==> config.mk <==
export PLATFORM = sky130hd
export DESIGN_NAME = i2s_rx
export DESIGN_NICKNAME = d
export VERILOG_FILES = /design/src/rtl/i2s_rx.sv
export SDC_FILE = /design/constraint.sdc
export NUM_CORES = 1
export LEC_CHECK = 0
export CORE_ASPECT_RATIO = 0.5
export CORE_MARGIN = 2
export CORE_UTILIZATION = 48
export DETAILED_ROUTE_END_ITERATION = 8
export PLACE_DENSITY = 0.81
export SYNTH_ARGS = -nofsm -noshare
export SYNTH_HDL_FRONTEND = slang
export SYNTH_SLANG_ARGS = --single-unit
export TNS_END_PERCENT = 5
==> constraint.sdc <==
create_clock -name clock -period 3.9 [get_ports clock]
set_clock_uncertainty 0.1 [all_clocks]
set_input_delay 0.39 -clock clock [delete_from_list [all_inputs] [get_ports clock]]
set_output_delay 0.39 -clock clock [all_outputs]
set_load 0.05 [all_outputs]
==> src/rtl/i2s_rx.sv <==
// i2s_rx: I2S serial audio receiver.
// Oversamples the external bit clock with the system clock, deserialises the
// left/right slots MSB first and presents each completed stereo pair as two
// MSB-aligned signed 32-bit samples with a one-cycle valid strobe.
module i2s_rx #(
  parameter int DATA_WIDTH = 24
) (
  input  logic               clock,
  input  logic               reset_n,
  input  logic               i2s_bclk,
  input  logic               i2s_lrclk,
  input  logic               i2s_data,
  output logic signed [31:0] audio_out_L,
  output logic signed [31:0] audio_out_R,
  output logic               audio_valid,
  output logic               frame_error,
  output logic               locked
);

  localparam int CNT_W = $clog2(DATA_WIDTH + 1);
  localparam logic [CNT_W-1:0] CNT_FULL = CNT_W'(DATA_WIDTH);
  localparam logic [CNT_W-1:0] CNT_LAST = CNT_W'(DATA_WIDTH - 1);

  typedef enum logic [1:0] {
    SYNC_WAIT = 2'd0,
    LEFT      = 2'd1,
    RIGHT     = 2'd2
  } state_t;

  // Place a captured word in the top bits of a 32-bit sample, zero below,
  // so the word's MSB lands on the sign bit.
  function automatic logic signed [31:0] msb_align(input logic [DATA_WIDTH-1:0] w);
    logic [31:0] wide;
    wide = 32'(w);
    return signed'(wide << (32 - DATA_WIDTH));
  endfunction

  state_t                state;

  // Synchroniser chains: _p0 first flop, _p1 second flop.
  logic                  bclk_p0;
  logic                  bclk_p1;
  logic                  bclk_prev;
  logic                  ws_p0;
  logic                  ws_p1;
  logic                  din_p0;
  logic                  din_p1;

  logic                  ws_prev;
  logic [CNT_W-1:0]      bit_cnt;
  // Only DATA_WIDTH-1 bits need storing: the final bit of a word is taken
  // straight from the synchroniser in the rise cycle that completes it.
  logic [DATA_WIDTH-2:0] shift_reg;
  logic [DATA_WIDTH-1:0] hold_reg;
  logic                  valid_p0;

  logic                  rise;
  logic                  boundary;
  logic                  slot_full;
  logic                  last_bit;
  logic [DATA_WIDTH-1:0] word;

  assign rise      = bclk_p1 & ~bclk_prev;
  assign boundary  = rise & (ws_p1 != ws_prev);
  assign slot_full = (bit_cnt == CNT_FULL);
  assign last_bit  = rise & ~boundary & (bit_cnt == CNT_LAST);
  assign word      = {shift_reg, din_p1};

  // Two-flop synchronisers for the three I2S inputs plus the BCLK edge history.
  always_ff @(posedge clock or negedge reset_n) begin
    if (!reset_n) begin
      bclk_p0   <= 1'b0;
      bclk_p1   <= 1'b0;
      bclk_prev <= 1'b0;
      ws_p0     <= 1'b0;
      ws_p1     <= 1'b0;
      din_p0    <= 1'b0;
      din_p1    <= 1'b0;
    end else begin
      bclk_p0   <= i2s_bclk;
      bclk_p1   <= bclk_p0;
      bclk_prev <= bclk_p1;
      ws_p0     <= i2s_lrclk;
      ws_p1     <= ws_p0;
      din_p0    <= i2s_data;
      din_p1    <= din_p0;
    end
  end

  // Bit capture: the bit at a word-select change belongs to the previous
  // word (one-bit I2S delay) and is dropped; bits beyond DATA_WIDTH are padding.
  always_ff @(posedge clock or negedge reset_n) begin
    if (!reset_n) begin
      ws_prev   <= 1'b0;
      bit_cnt   <= '0;
      shift_reg <= '0;
    end else if (rise) begin
      if (boundary) begin
        ws_prev <= ws_p1;
        bit_cnt <= '0;
      end else if (!slot_full) begin
        shift_reg <= word[DATA_WIDTH-2:0];
        bit_cnt   <= bit_cnt + 1'b1;
      end
    end
  end

  // Slot-tracking FSM; locked and frame_error are registered with the state.
  always_ff @(posedge clock or negedge reset_n) begin
    if (!reset_n) begin
      state       <= SYNC_WAIT;
      locked      <= 1'b0;
      frame_error <= 1'b0;
    end else begin
      frame_error <= 1'b0;
      if (boundary) begin
        case (state)
          SYNC_WAIT: begin
            if (!ws_p1) begin
              state  <= LEFT;
              locked <= 1'b1;
            end
          end
          LEFT, RIGHT: begin
            // A slot that ended before DATA_WIDTH bits voids the pair; a
            // short slot ending into a right slot cannot pair, so resync.
            if (!slot_full) begin
              frame_error <= 1'b1;
            end
            if (!ws_p1) begin
              state  <= LEFT;
              locked <= 1'b1;
            end else if (slot_full) begin
              state  <= RIGHT;
              locked <= 1'b1;
            end else begin
              state  <= SYNC_WAIT;
              locked <= 1'b0;
            end
          end
          default: begin
            state  <= SYNC_WAIT;
            locked <= 1'b0;
          end
        endcase
      end
    end
  end

  // Left word holding register, loaded when the left slot fills.
  always_ff @(posedge clock or negedge reset_n) begin
    if (!reset_n) begin
      hold_reg <= '0;
    end else if (last_bit && (state == LEFT)) begin
      hold_reg <= word;
    end
  end

  // Output stage: samples update with the last right bit, strobe follows one cycle later.
  always_ff @(posedge clock or negedge reset_n) begin
    if (!reset_n) begin
      audio_out_L <= '0;
      audio_out_R <= '0;
      valid_p0    <= 1'b0;
      audio_valid <= 1'b0;
    end else begin
      valid_p0 <= 1'b0;
      if (last_bit && (state == RIGHT)) begin
        audio_out_L <= msb_align(hold_reg);
        audio_out_R <= msb_align(word);
        valid_p0    <= 1'b1;
      end
      // ---- strobe stage ----
      audio_valid <= valid_p0;
    end
  end

endmodule

; Yosys cells after proc, flatten, opt, wreduce, memory -nomap -nowiden
; Index checks and enable logic that the tools add are counted.
[classes]
n_mux = 14
add_sub_neg = 1
reduce_logical = 8
n_bitwise = 7
n_eq_ne = 7
[ops]
columns = cell, count
row1 = "== test 5 bit, second input constant", 2
row2 = two-way mux 5 bit, 2
row3 = two-way mux 1 bit, 7
row4 = two-way mux 2 bit, 3
row5 = AND reduction 2 bit, 3
row6 = "adder 5 x 1 -> 5 bit, second input constant", 1
row7 = AND 1 bit, 4
row8 = "!= test 2 bit, second input constant", 2
row9 = one-hot mux 2 bit (2 select lines), 1
row10 = NOT 1 bit, 3
row11 = AND reduction 3 bit, 1
row12 = "== test 2 x 1 -> 1 bit, second input constant", 1
row13 = "== test 2 bit, second input constant", 1
row14 = logical AND 1 bit, 2
row15 = zero test 2 bit, 1
row16 = one-hot mux 1 bit (2 select lines), 1
row17 = OR reduction 2 bit, 1
row18 = != test 1 bit, 1
[totals]
output_inout_bits = 67
inputBits = 5
reg_bits = 114
word_cells = 55

; Depth between registers and ports, before layout
[depth]
word_depth = 8
depth_mapped = 7
depth_no_buf = 5

; Least setup slack after synthesis
; OpenSTA, ideal clock, no wires.
[synth_path]
kind = register to register
from = register bit_cnt[0]
to = register shift_reg[14]
setup_time_ns = 0.125
t_arrival_ns = 1.741
period_less_slack_ns = 1.966
path_stages_with_launch = 8
n_path_buf = 2
t_required_ns = 3.675
setup_slack_ns = 1.934
path_cell_list = dfrtp_1 -> inv_1 -> ha_1 -> and4b_1 -> or3_1 -> buf_6 -> buf_8 -> mux2_4
[synth_via]
elab_chain_len = 3
[synth_rtl]
columns = element, line
row1 = start: declaration, 50  ; logic [CNT_W-1:0] bit_cnt;
row2 = start signal: assignment, 103  ; bit_cnt <= bit_cnt + 1'b1;
row3 = == test 5 bit, 65  ; assign slot_full = (bit_cnt == CNT_FULL);
row4 = NOT 1 bit (no source line), -
row5 = AND reduction 3 bit (no source line), -
row6 = end signal: assignment, 102  ; shift_reg <= word[DATA_WIDTH-2:0];
row7 = end: declaration, 53  ; logic [DATA_WIDTH-2:0] shift_reg;
; Every way passes these cells.
; A chain may end at the register's enable or synchronous reset.

; Worst setup path in the final report
[layout_path]
from = register bit_cnt[0]
to = register hold_reg[0]
[layout_via]
elab_chain_len = 3
[layout_rtl]
columns = element, line
row1 = == test 5 bit, 66  ; assign last_bit = rise & ~boundary & (bit_cnt == CNT_LAST);
row2 = AND 1 bit, 66
row3 = logical AND 1 bit, 154  ; end else if (last_bit && (state == LEFT)) begin
row4 = end signal: assignment, 155  ; hold_reg <= word;
row5 = end: declaration, 54  ; logic [DATA_WIDTH-1:0] hold_reg;
; Every way passes these cells.

==> impl_metrics.yaml <==
cts:
  cts_resized: 0
  worstSkewPairLatency_ns: 0.40
  post-cts-setup-buffers: 0
  cts.path.max_buffers: 2
  clkSinkCount: 114
  clk_pin_slew_worst_paths_ns: 0.05
  holdBufCountCts: 0
  cts_tree: "done"
  htreeDepth: 4
  root_buffer: "clkbuf_16"
  cts_buffers: 17
pwr:
  powerDensity_nw_per_um2: 527
  max-vdd-ir-drop_uv: 342
  p_total_mw: 3.09
  p_leak_nw: 2.86
yosys:
  synth_area_leaders: "dfrtp_1 60%, mux2_2 13%, mux2_4 12%"
  yosysMostFrequentCell: "dfrtp_1"
  synth_top_family_by_area: "multiplexers"
  yosys_register_bits: 114
  synth.top_cells.by_count: "114 x dfrtp_1, 56 x mux2_2, 38 x mux2_4, 18 x buf_4, 7 x inv_1"
  syn-cell-area_um2: 4740
  ys_types: 33
  synthCells: 298
  synthMuxAreaShare_pct: 26.4
  synth_fa_ha_area_share_pct: 1.58
  yosys.area.top_type: "dfrtp_1"
  synth-simple-area-share_pct: 4.01
  synth_compound_area_share_pct: 1.66
  synth-edff-count: 0
  synthXorXnorAreaFrac_pct: 0.343
  synth-seq-area-share_pct: 60.2
  synth_flop_cell: "dfrtp_1"
  yosysWarnings: 0
  synth_top_area_share_pct: 60.2
  syn_avg_cell_area_um2: 15.9
  synthArstFlopShare_pct: 100
floorplanning:
  num_io_pins: 72
  dieArea_um2: 10700
  die_w_um: 145
  num_rows: 25
  core_um2: 9510
  start_util_pct: 49.9
  die_y_um: 74.3
critical_path:
  start_kind: "flop"
  reg2regPathDepth: 5
  crit_path_max_fanout: 13
  reg2reg_from: "bit_cnt[0]"
  crit-reg2reg-capture: "hold_reg[0]"
  cp-end-kind: "flop"
  required_ns: 4.08
  reg2reg_slack_ns: 1.42
  critPathKind: "flop to flop"
  critical_path_arrival_ns: 2.66
  cp-startpoint: "bit_cnt[0]"
detailed_routing:
  firstDrtPassIters: 4
  drt_wl_total_um: 8170
  drtIter0Drc: 204
  num_vias: 2488
  via_per_inst: 4.91
  postRouteAntennaNets: 0
  wire_per_inst_um: 16.1
  route.detailed.drc: 0
sta:
  max-slew-margin-rel_pct: 28.7
  slew_viol_final: 0
  worst_slew_pin_slew_ns: 1.07
  rsz0062_at_grt: "false"
  setup_viol: 0
  max_freq_mhz: 403
  worst_slack_ns: 1.42
  fin_crit_sh_pct: 63.6
  finalHoldViolations: 0
  fin_crit_ns: 2.48
  fin_setup_tns_ns: 0
  worst_hold_slack_ns: 0.0875
global_route:
  grt_overflow: 0
  grt_antenna_before_repair: 0
  grt_pass1_wl_um: 13600
  grt_max_degree: 89
  grt_pass1_vias: 2685
  grt_usage_pct: 17.2
placed_design:
  place_hpwl_um: 5300
  portBuffers: 55
  gp_congestion: 0.837
  place_worst_setup_slack_ns: 1.48
hold_path:
  worstHoldPathType: "input pin to asynchronous set/reset pin"
outcome:
  status: "finished, final reports clean"
cells_and_area:
  final-seq-area_um2: 2850
  antennaDiodeCount: 0
  syn_to_final_growth_pct: 23.9
  fin_nets: 372
  drive_gt1_share_pct: 34.9
  nFillCells: 683
  multi_input_area_um2: 1680
job:
  maxCapViolCount: 0
-- layout by cell type, fill, tap and decap left out, types with 5 or more instances in the layout --
cell | netlist | layout
buf_4 | 18 | 5
clkbuf_16 | 0 | 17
clkbuf_8 | 0 | 6
clkdlybuf4s50_1 | 0 | 54
conb_1 | 1 | 16
dfrtp_1 | 114 | 114
ha_1 | 6 | 6
inv_1 | 7 | 7
mux2_2 | 56 | 56
mux2_4 | 38 | 38
nand2_1 | 6 | 6
o21ai_0 | 6 | 6
-- worst max-delay path: stages (launching register included) --
cell and delay, ns:
dfrtp_1 0.41, ha_1 0.29, nand4_1 0.17, nor4_4 0.66, buf_4 0.36, mux2_2 0.37
-- layer usage --
metal | vias up | global-route usage, % | part of all wire [%]
met4 | 0 | 8.52 | 1.7
met1 | 1269 | 20.6 | 44
met3 | 12 | 6.63 | 4.9
met5 | - | 0 | 0
met2 | 64 | 28.0 | 50
li1 | 1143 | - | -
-- area by class of cell --
cell class | count | area share (%)
Timing Repair Buffer | 59 | 9.84
Clock inverter | 5 | 0.852
Sequential cell | 114 | 48.6
Inverter | 7 | 0.447
Clock buffer | 25 | 8.78
Tap cell | 135 | 2.88
Multi-Input combinational cell | 162 | 28.6
-- metrics by stage --
stage,utilization [%],cells,area [um2]
CTS,61.8,507,5870
finish,61.8,507,5870
global route,61.8,507,5870
global placement,55.8,477,5310
floorplan,-,313,4800
detailed placement,55.8,477,5310
-- kinds of logic (layout without fill, tap and decap cells) --
logic type | after synthesis | in the layout
flip-flops | 114 | 114
multiplexers | 99 | 99
buffers and inverters | 37 | 96
AND/OR/NAND/NOR | 28 | 28
AO/OA/AOI/OAI | 12 | 12
adder cells (fa/ha/maj) | 6 | 6
other | 1 | 16
XOR/XNOR | 1 | 1
-- worst max-delay path by stage --
stage,end
3_3_place_gp,hold_reg[19]
3_5_place_dp,hold_reg[18]
2_1_floorplan,shift_reg[14]
6_report,hold_reg[0]
4_1_cts,hold_reg[0]
5_1_grt,hold_reg[18]
-- power by group --
group,internal (mW),total [mW],switching [mW]
Combinational,0.121,0.286,0.165
Sequential,1.26,1.36,0.101
Clock,0.964,1.44,0.479
Total,2.35,3.09,0.745
No activity file was read; power rests on OpenSTA's default activity.
